## src/rtl/filter_output_decimator.sv

```systemverilog
// Decimate-by-2^DECIM_LOG2 averaging stage with rounding, output FIFO,
// sticky overflow flag and frame markers on the output stream.
module filter_output_decimator #(
  parameter int WORDLENGTH        = 14,
  parameter int FRACTIONAL_LENGTH = 6,
  parameter int DECIM_LOG2        = 2,
  parameter int FIFO_DEPTH        = 4,
  parameter int FRAME_LEN         = 8
) (
  input  logic                  clk,
  input  logic                  arst_n,
  input  logic [WORDLENGTH-1:0] s_tdata,
  input  logic                  s_tvalid,
  output logic [WORDLENGTH-1:0] m_tdata,
  output logic                  m_tvalid,
  input  logic                  m_tready,
  output logic                  m_tlast,
  output logic                  ovf,
  input  logic                  clr_ovf
);

  localparam int AW   = WORDLENGTH + DECIM_LOG2;
  localparam int NDEC = 1 << DECIM_LOG2;
  localparam int RND  = NDEC >> 1;
  localparam int PW   = (DECIM_LOG2 > 0) ? DECIM_LOG2 : 1;
  localparam int FAW  = $clog2(FIFO_DEPTH);
  localparam int FW   = (FRAME_LEN > 1) ? $clog2(FRAME_LEN) : 1;

  if (DECIM_LOG2 < 0 || DECIM_LOG2 > 4) begin : g_bad_decim
    $error("DECIM_LOG2 out of range");
  end
  if (FIFO_DEPTH < 2 || (1 << FAW) != FIFO_DEPTH) begin : g_bad_depth
    $error("FIFO_DEPTH must be a power of 2, >= 2");
  end
  if (FRAME_LEN < 1) begin : g_bad_frame
    $error("FRAME_LEN must be >= 1");
  end
  if (FRACTIONAL_LENGTH < 0 || FRACTIONAL_LENGTH >= WORDLENGTH) begin : g_bad_frac
    $error("FRACTIONAL_LENGTH out of range");
  end

  logic signed [AW-1:0] acc_q, acc_d;
  logic [PW-1:0]        phase_q, phase_d;
  logic signed [AW:0]   sum_w;
  logic [WORDLENGTH-1:0] res_w;
  logic                 last_ph;
  logic                 res_v;

  assign last_ph = (phase_q == PW'(NDEC - 1));
  assign res_v   = s_tvalid && last_ph;

  // N samples plus the half-LSB term always fit in AW+1 bits
  assign sum_w = (AW+1)'(acc_q)
               + (AW+1)'($signed(s_tdata))
               + (AW+1)'(RND);
  assign res_w = WORDLENGTH'(sum_w >>> DECIM_LOG2);

  always_comb begin
    acc_d   = acc_q;
    phase_d = phase_q;
    if (s_tvalid) begin
      if (last_ph) begin
        acc_d   = '0;
        phase_d = '0;
      end else begin
        acc_d   = acc_q + AW'($signed(s_tdata));
        phase_d = phase_q + 1'b1;
      end
    end
  end

  always_ff @(posedge clk or negedge arst_n) begin
    if (!arst_n) begin
      acc_q   <= '0;
      phase_q <= '0;
    end else begin
      acc_q   <= acc_d;
      phase_q <= phase_d;
    end
  end

  logic [WORDLENGTH:0] mem_q [FIFO_DEPTH];
  logic [FAW-1:0]      wp_q, wp_d;
  logic [FAW-1:0]      rp_q, rp_d;
  logic [FAW:0]        cnt_q, cnt_d;
  logic [FW-1:0]       fr_q, fr_d;
  logic                ovf_q, ovf_d;
  logic                full;
  logic                pop;
  logic                push;
  logic                drop;
  logic                tl_w;

  assign full = (cnt_q == (FAW+1)'(FIFO_DEPTH));
  assign pop  = m_tvalid && m_tready;
  // a simultaneous pop frees the slot a full FIFO needs
  assign push = res_v && (!full || pop);
  assign drop = res_v && full && !pop;
  assign tl_w = (fr_q == FW'(FRAME_LEN - 1));

  always_comb begin
    wp_d  = wp_q;
    rp_d  = rp_q;
    cnt_d = cnt_q;
    fr_d  = fr_q;
    ovf_d = ovf_q;
    if (push) begin
      wp_d = wp_q + 1'b1;
      fr_d = tl_w ? '0 : fr_q + 1'b1;
    end
    if (pop) begin
      rp_d = rp_q + 1'b1;
    end
    unique case ({push, pop})
      2'b10:   cnt_d = cnt_q + 1'b1;
      2'b01:   cnt_d = cnt_q - 1'b1;
      default: cnt_d = cnt_q;
    endcase
    if (drop) begin
      ovf_d = 1'b1;
    end else if (clr_ovf) begin
      ovf_d = 1'b0;
    end
  end

  always_ff @(posedge clk or negedge arst_n) begin
    if (!arst_n) begin
      wp_q  <= '0;
      rp_q  <= '0;
      cnt_q <= '0;
      fr_q  <= '0;
      ovf_q <= 1'b0;
    end else begin
      wp_q  <= wp_d;
      rp_q  <= rp_d;
      cnt_q <= cnt_d;
      fr_q  <= fr_d;
      ovf_q <= ovf_d;
    end
  end

  always_ff @(posedge clk) begin
    if (push) begin
      mem_q[wp_q] <= {tl_w, res_w};
    end
  end

  // head is masked so an empty or freshly reset FIFO shows zero
  assign m_tvalid = (cnt_q != '0);
  assign m_tdata  = m_tvalid ? mem_q[rp_q][WORDLENGTH-1:0] : '0;
  assign m_tlast  = m_tvalid && mem_q[rp_q][WORDLENGTH];
  assign ovf      = ovf_q;

endmodule

```

## config.mk

```make
export PLATFORM = sky130hd
export DESIGN_NAME = filter_output_decimator
export DESIGN_NICKNAME = d
export VERILOG_FILES = /design/src/rtl/filter_output_decimator.sv
export SDC_FILE = /design/constraint.sdc
export NUM_CORES = 1
export LEC_CHECK = 0
export CAP_MARGIN = 15
export CORE_ASPECT_RATIO = 0.8
export CORE_MARGIN = 2
export CORE_UTILIZATION = 59
export DETAILED_ROUTE_END_ITERATION = 8
export PLACE_DENSITY_LB_ADDON = 0.2
export RECOVER_POWER = 100
export SETUP_SLACK_MARGIN = 0.1
export SYNTH_ARGS = -nofsm -noshare
export SYNTH_HDL_FRONTEND = slang
export SYNTH_SLANG_ARGS = --single-unit
```

## constraint.sdc

```tcl
create_clock -name clk -period 6.69 [get_ports clk]
set_clock_uncertainty 0.05 [all_clocks]
set_input_delay 1.338 -clock clk [delete_from_list [all_inputs] [get_ports clk]]
set_output_delay 1.338 -clock clk [all_outputs]
set_load 0.02 [all_outputs]
```

After elaboration in Yosys (flattened, before gate mapping). Memories as Yosys holds them, arrays and structs flattened. Index checks and enable logic that the tools add are counted.

Add/sub/neg operators: 9. Equality and inequality tests: 5. Multiplexer cells: 9. Reductions and logical operators: 12.

Operators with widths (number): adder 16 x 14 -> 16 bit (2); adder 16 x 3 -> 16 bit, second input constant (1); 2-to-1 mux 16 bit (1); 2-to-1 mux 14 bit (1); adder 2 x 1 -> 2 bit, second input constant (3); adder 3 x 1 -> 3 bit, second input constant (2); == test 3 bit, second input constant (2); logical AND 1 bit (6); case mux 3 bit (2 select lines) (1); == test 2 bit, second input constant (2); 2-to-1 mux 1 bit (4); nonzero test 2 bit (2); 2-to-1 mux 3 bit (1); nonzero test 3 bit (1); subtractor 3 x 1 -> 3 bit, second input constant (1); == test 2 x 1 -> 1 bit, second input constant (1); zero test 1 bit (2); 2-to-1 mux 2 bit (1); logical OR 1 bit (1).

Register bits after elaboration: 29. Bits in writable memories: 60. Input bits: 19. Output and inout port bits: 17. Memories: 1.

Memory list: mem_q (words 4, width 15, read ports 1, clocked after memory_dff 0, wr ports 1, line 82) `logic [WORDLENGTH:0] mem_q [FIFO_DEPTH];`.

Depth between registers and ports, before layout.
Depth after elaboration: 6. Depth in mapped cells: 12. Gate-level depth less buffers: 12.

Least setup slack after synthesis. Ideal clock, no wire load.

Path kind: input -> register. From: in s_tdata[1]. To: mem mem_q[0][13] (netlist bit) (data pin). Library setup time: 0.272 ns. Data arrival time: 3.346 ns. Slack: 3.022 ns. Stages: 12. Path buffers: 0. Cell sequence: inv_1 ha_1 inv_1 ha_1 inv_1 fa_1 o21bai_1 a2111oi_4 o31ai_2 o21ai_2 a21oi_2 xnor2_1.

Longest elaborated chain between the ends: 2.

Ends and longest elaborated chain: start: declaration (line 12) `input logic [WORDLENGTH-1:0] s_tdata,`; adder 16 x 14 -> 16 bit (line 54) `+ (AW+1)'($signed(s_tdata))`; adder 16 x 3 -> 16 bit (line 55) `+ (AW+1)'(RND);`; via sum_w[15] (line 44) `logic signed [AW:0] sum_w;`; end: declaration (line 82).

The timed path passes the listed nets, and every way through them passes these cells.

Worst setup path after layout.
From: in s_tdata[1]. To: mem mem_q[1][13] (netlist bit) (data pin).

Same word-level chain as after synthesis.

==> out/qor.txt <==
minimum clock period: 4310 ps
aggregate global-route resource usage: 22.5%
Worst Min Path Start: phase_q[0]
number of global-route vias before repair: 3295
global-route wire length before repair: 16.4 mm
total grt overflow: 0
Tcrit/Tclk final: 64.4%
initial drt markers: 161
initial antenna violation count: 0
WP data required: 6710 ps
Routed Wire Length: 9.88 mm
Max H-tree Level: 3
Post-Syn Area: 5210 um^2
die area: 9610 um^2
Die Wd: 109 um
diode count: 0
HP Class: reg2reg
Yosys reg bits: 89
Post-Syn Area per Cell: 12.7 um^2
TritonCTS Buffers: 9
failing checks: max-capacitance violations, max-slew violations
DRC: 0
Bufs on Longest Clock Path: 2
FMAX: 232 MHz
number of synthesized flops with an enable pin: 60
post-synth top area share: 34.6%
P per Cell Area: 479 nW/um^2
Arrival @ worst endpoint: 4330 ps
Slew Viols, Final: 30
Area Overhead vs Synth: 11.6%
hold path cells: 1
Rows: 30
drt wl/cell: 17.4 um
Setup crit start kind: input port
status: finished with violations
sequential cell area fraction in the yosys report: 48.5%
1st-pass router iterations: 5
DR vias: 3300
switching share of total power: 41.1%
final setup violation count: 0
share of cells above drive strength 1: 9.23%
final-report hold violation count: 0
top post-synthesis cells by area: edfxtp_1, dfrtp_1, ha_1
final setup TNS: 0 ps
r2r worst-path depth: 12
Root Driver: clkbuf_8
share of flip-flops with an asynchronous set or reset: 32.6%
RSZ-0062 raised after global routing: false
Critical Path Fanout Max: 4
vias per std cell: 5.82
Reg clk slew, reported paths: 90 ps
Die H: 88.1 um
critical path type: in2reg
CP Capture Type: flip-flop
total power: 2.79 mW
CTS sink count: 89
port bufs: 35
routability cong.: 0.884
CTS tree: built
register share of total power: 35.0%
most frequent cells in the layout: edfxtp_1, inv_1, ha_1
Slew HR: -8.78%
worst vdd ir: 0.000230 V
Synth area leader: edfxtp_1
largest net degree at the start of global routing: 30
Mapped Nets: 481
Ys Warns: 0
Max Cap Viol: 1
DRT antenna net count: 0
RR Endpoint: mem_q[1][13]
Netlist cell types: 61
clock share of power: 12.5%
fillers: 615
Psw: 1.15 mW
Initial Utilization: 61.2%
Gate power share: 52.5%
commonest non-fill, non-tap cell in the layout: edfxtp_1
Main synth FF type: edfxtp_1
# resized after CTS: 0
leakage: 2.26 nW
R2R Path Start: acc_q[1]
# hold bufs at CTS: 0
core area: 8520 um^2
Hold Crit Endpoint: phase_q[0]
latest clock arrival within the worst-skew pair: 360 ps
R2R setup slack: 3560 ps
Gate Count Post-Synth: 411
# IOs: 36
dpl hpwl: 7.20 mm
Post-CTS Setup Bufs: 0
Int Power: 1.64 mW
Nets: 520
Slew @ Worst Pin: 1630 ps
[power by group through the flow]
stage	Clock (mW)	Sequential (mW)	Combinational, mW
after floorplan	0	0.918	1.15
after global placement	0	0.980	1.46
after detailed placement	0	0.992	1.51
after CTS	0.354	0.979	1.51
after global routing	0.374	0.999	1.62
final	0.348	0.976	1.46
[worst max-delay path, cell delays in order]
cell	delay, ps
dlygate4sd3_1	550
inv_1	80
ha_1	330
inv_1	80
ha_1	180
inv_1	60
fa_1	390
o21bai_1	270
a2111oi_0	170
o31ai_1	490
o21ai_2	70
a21oi_1	160
xnor2_1	140
[cell families after synthesis]
logic type	after synthesis	share of synthesized area [%]
multiplexers	21	7.73
XOR/XNOR	33	5.69
buffers and inverters	56	4.27
flip-flops	89	48.5
AND/OR/NAND/NOR	82	8.45
AO/OA/AOI/OAI	79	11.1
adder cells (fa/ha/maj)	51	14.3
[flip-flops by register name, summed over array words and instances, names as in the netlist]
register	cells
acc_q	16
wp_q	2
phase_q	2
fr_q	3
rp_q	2
ovf	1
mem_q	60
cnt_q	3
[routing by layer]
metal  wire, um  global-route usage [%]  up-vias
met5          0                       0        -
met4         68                    3.96        0
met3        457                    4.32        6
met2       4730                    36.3       89
met1       4620                    32.6     1646
li1           -                       -     1559
[cell type report]
cell class                      count  area (um^2)  share of cell area [%]
Clock buffer                        9          124                    2.13
Clock inverter                      7         63.8                    1.10
Inverter                           47          176                    3.03
Multi-Input combinational cell    266         2430                    41.8
Sequential cell                    89         2530                    43.4
Tap cell                          112          140                    2.41
Timing Repair Buffer               37          358                    6.15
[worst max-delay path by stage]
stage / start / endpoint / slack (ps) / depth (start not counted)
after floorplan: s_tdata[1] / mem_q[0][13] / 3020 / 12
after global placement: s_tdata[1] / mem_q[0][13] / 2330 / 13
after detailed placement: s_tdata[1] / mem_q[0][13] / 2200 / 13
after CTS: rp_q[0] / m_tdata[7] / 2540 / 3
after global routing: s_tvalid / mem_q[0][7] / 2100 / 4
final: s_tdata[1] / mem_q[1][13] / 2380 / 13
[metrics by stage]
stage / util, % / setup WS (ps) / instance area [um^2] / hold WS [ps] / cells
4_1_cts: 68.8 / 2540 / 5870 / 444 / 567
2_1_floorplan: - / 3020 / 5210 / 406 / 411
3_3_place_gp: 66.6 / 2330 / 5680 / 415 / 551
3_5_place_dp: 66.6 / 2200 / 5680 / 431 / 551
5_1_grt: 68.3 / 2100 / 5820 / 456 / 567
6_report: 68.3 / 2380 / 5820 / 443 / 567
[synth_stat cells (all sizes together), types with 2 or more instances]
library cell and instances:
nor3 4, a31oi 5, ha 37, xor2 12
o311ai 2, or2 2, o21ai 15, inv 46
a311o 2, nor2b 19, mux2 4, buf 5
a21oi 11, o211ai 2, o32ai 2, xnor2 21
a21boi 2, o21a 4, and2b 2, clkbuf 4
fa 14, dfrtp 29, edfxtp 60, a22oi 2
mux2i 2, o41ai 2, o22ai 7, nand3b 2
mux4 15, nor2 15, nand3 3, nand4 2
a211oi 5, o31ai 4, o2bb2ai 4, nand2 17
and2 5, o21bai 2, a21o 4, nand2b 6
Note: power is estimated with default switching activity, not from simulation.
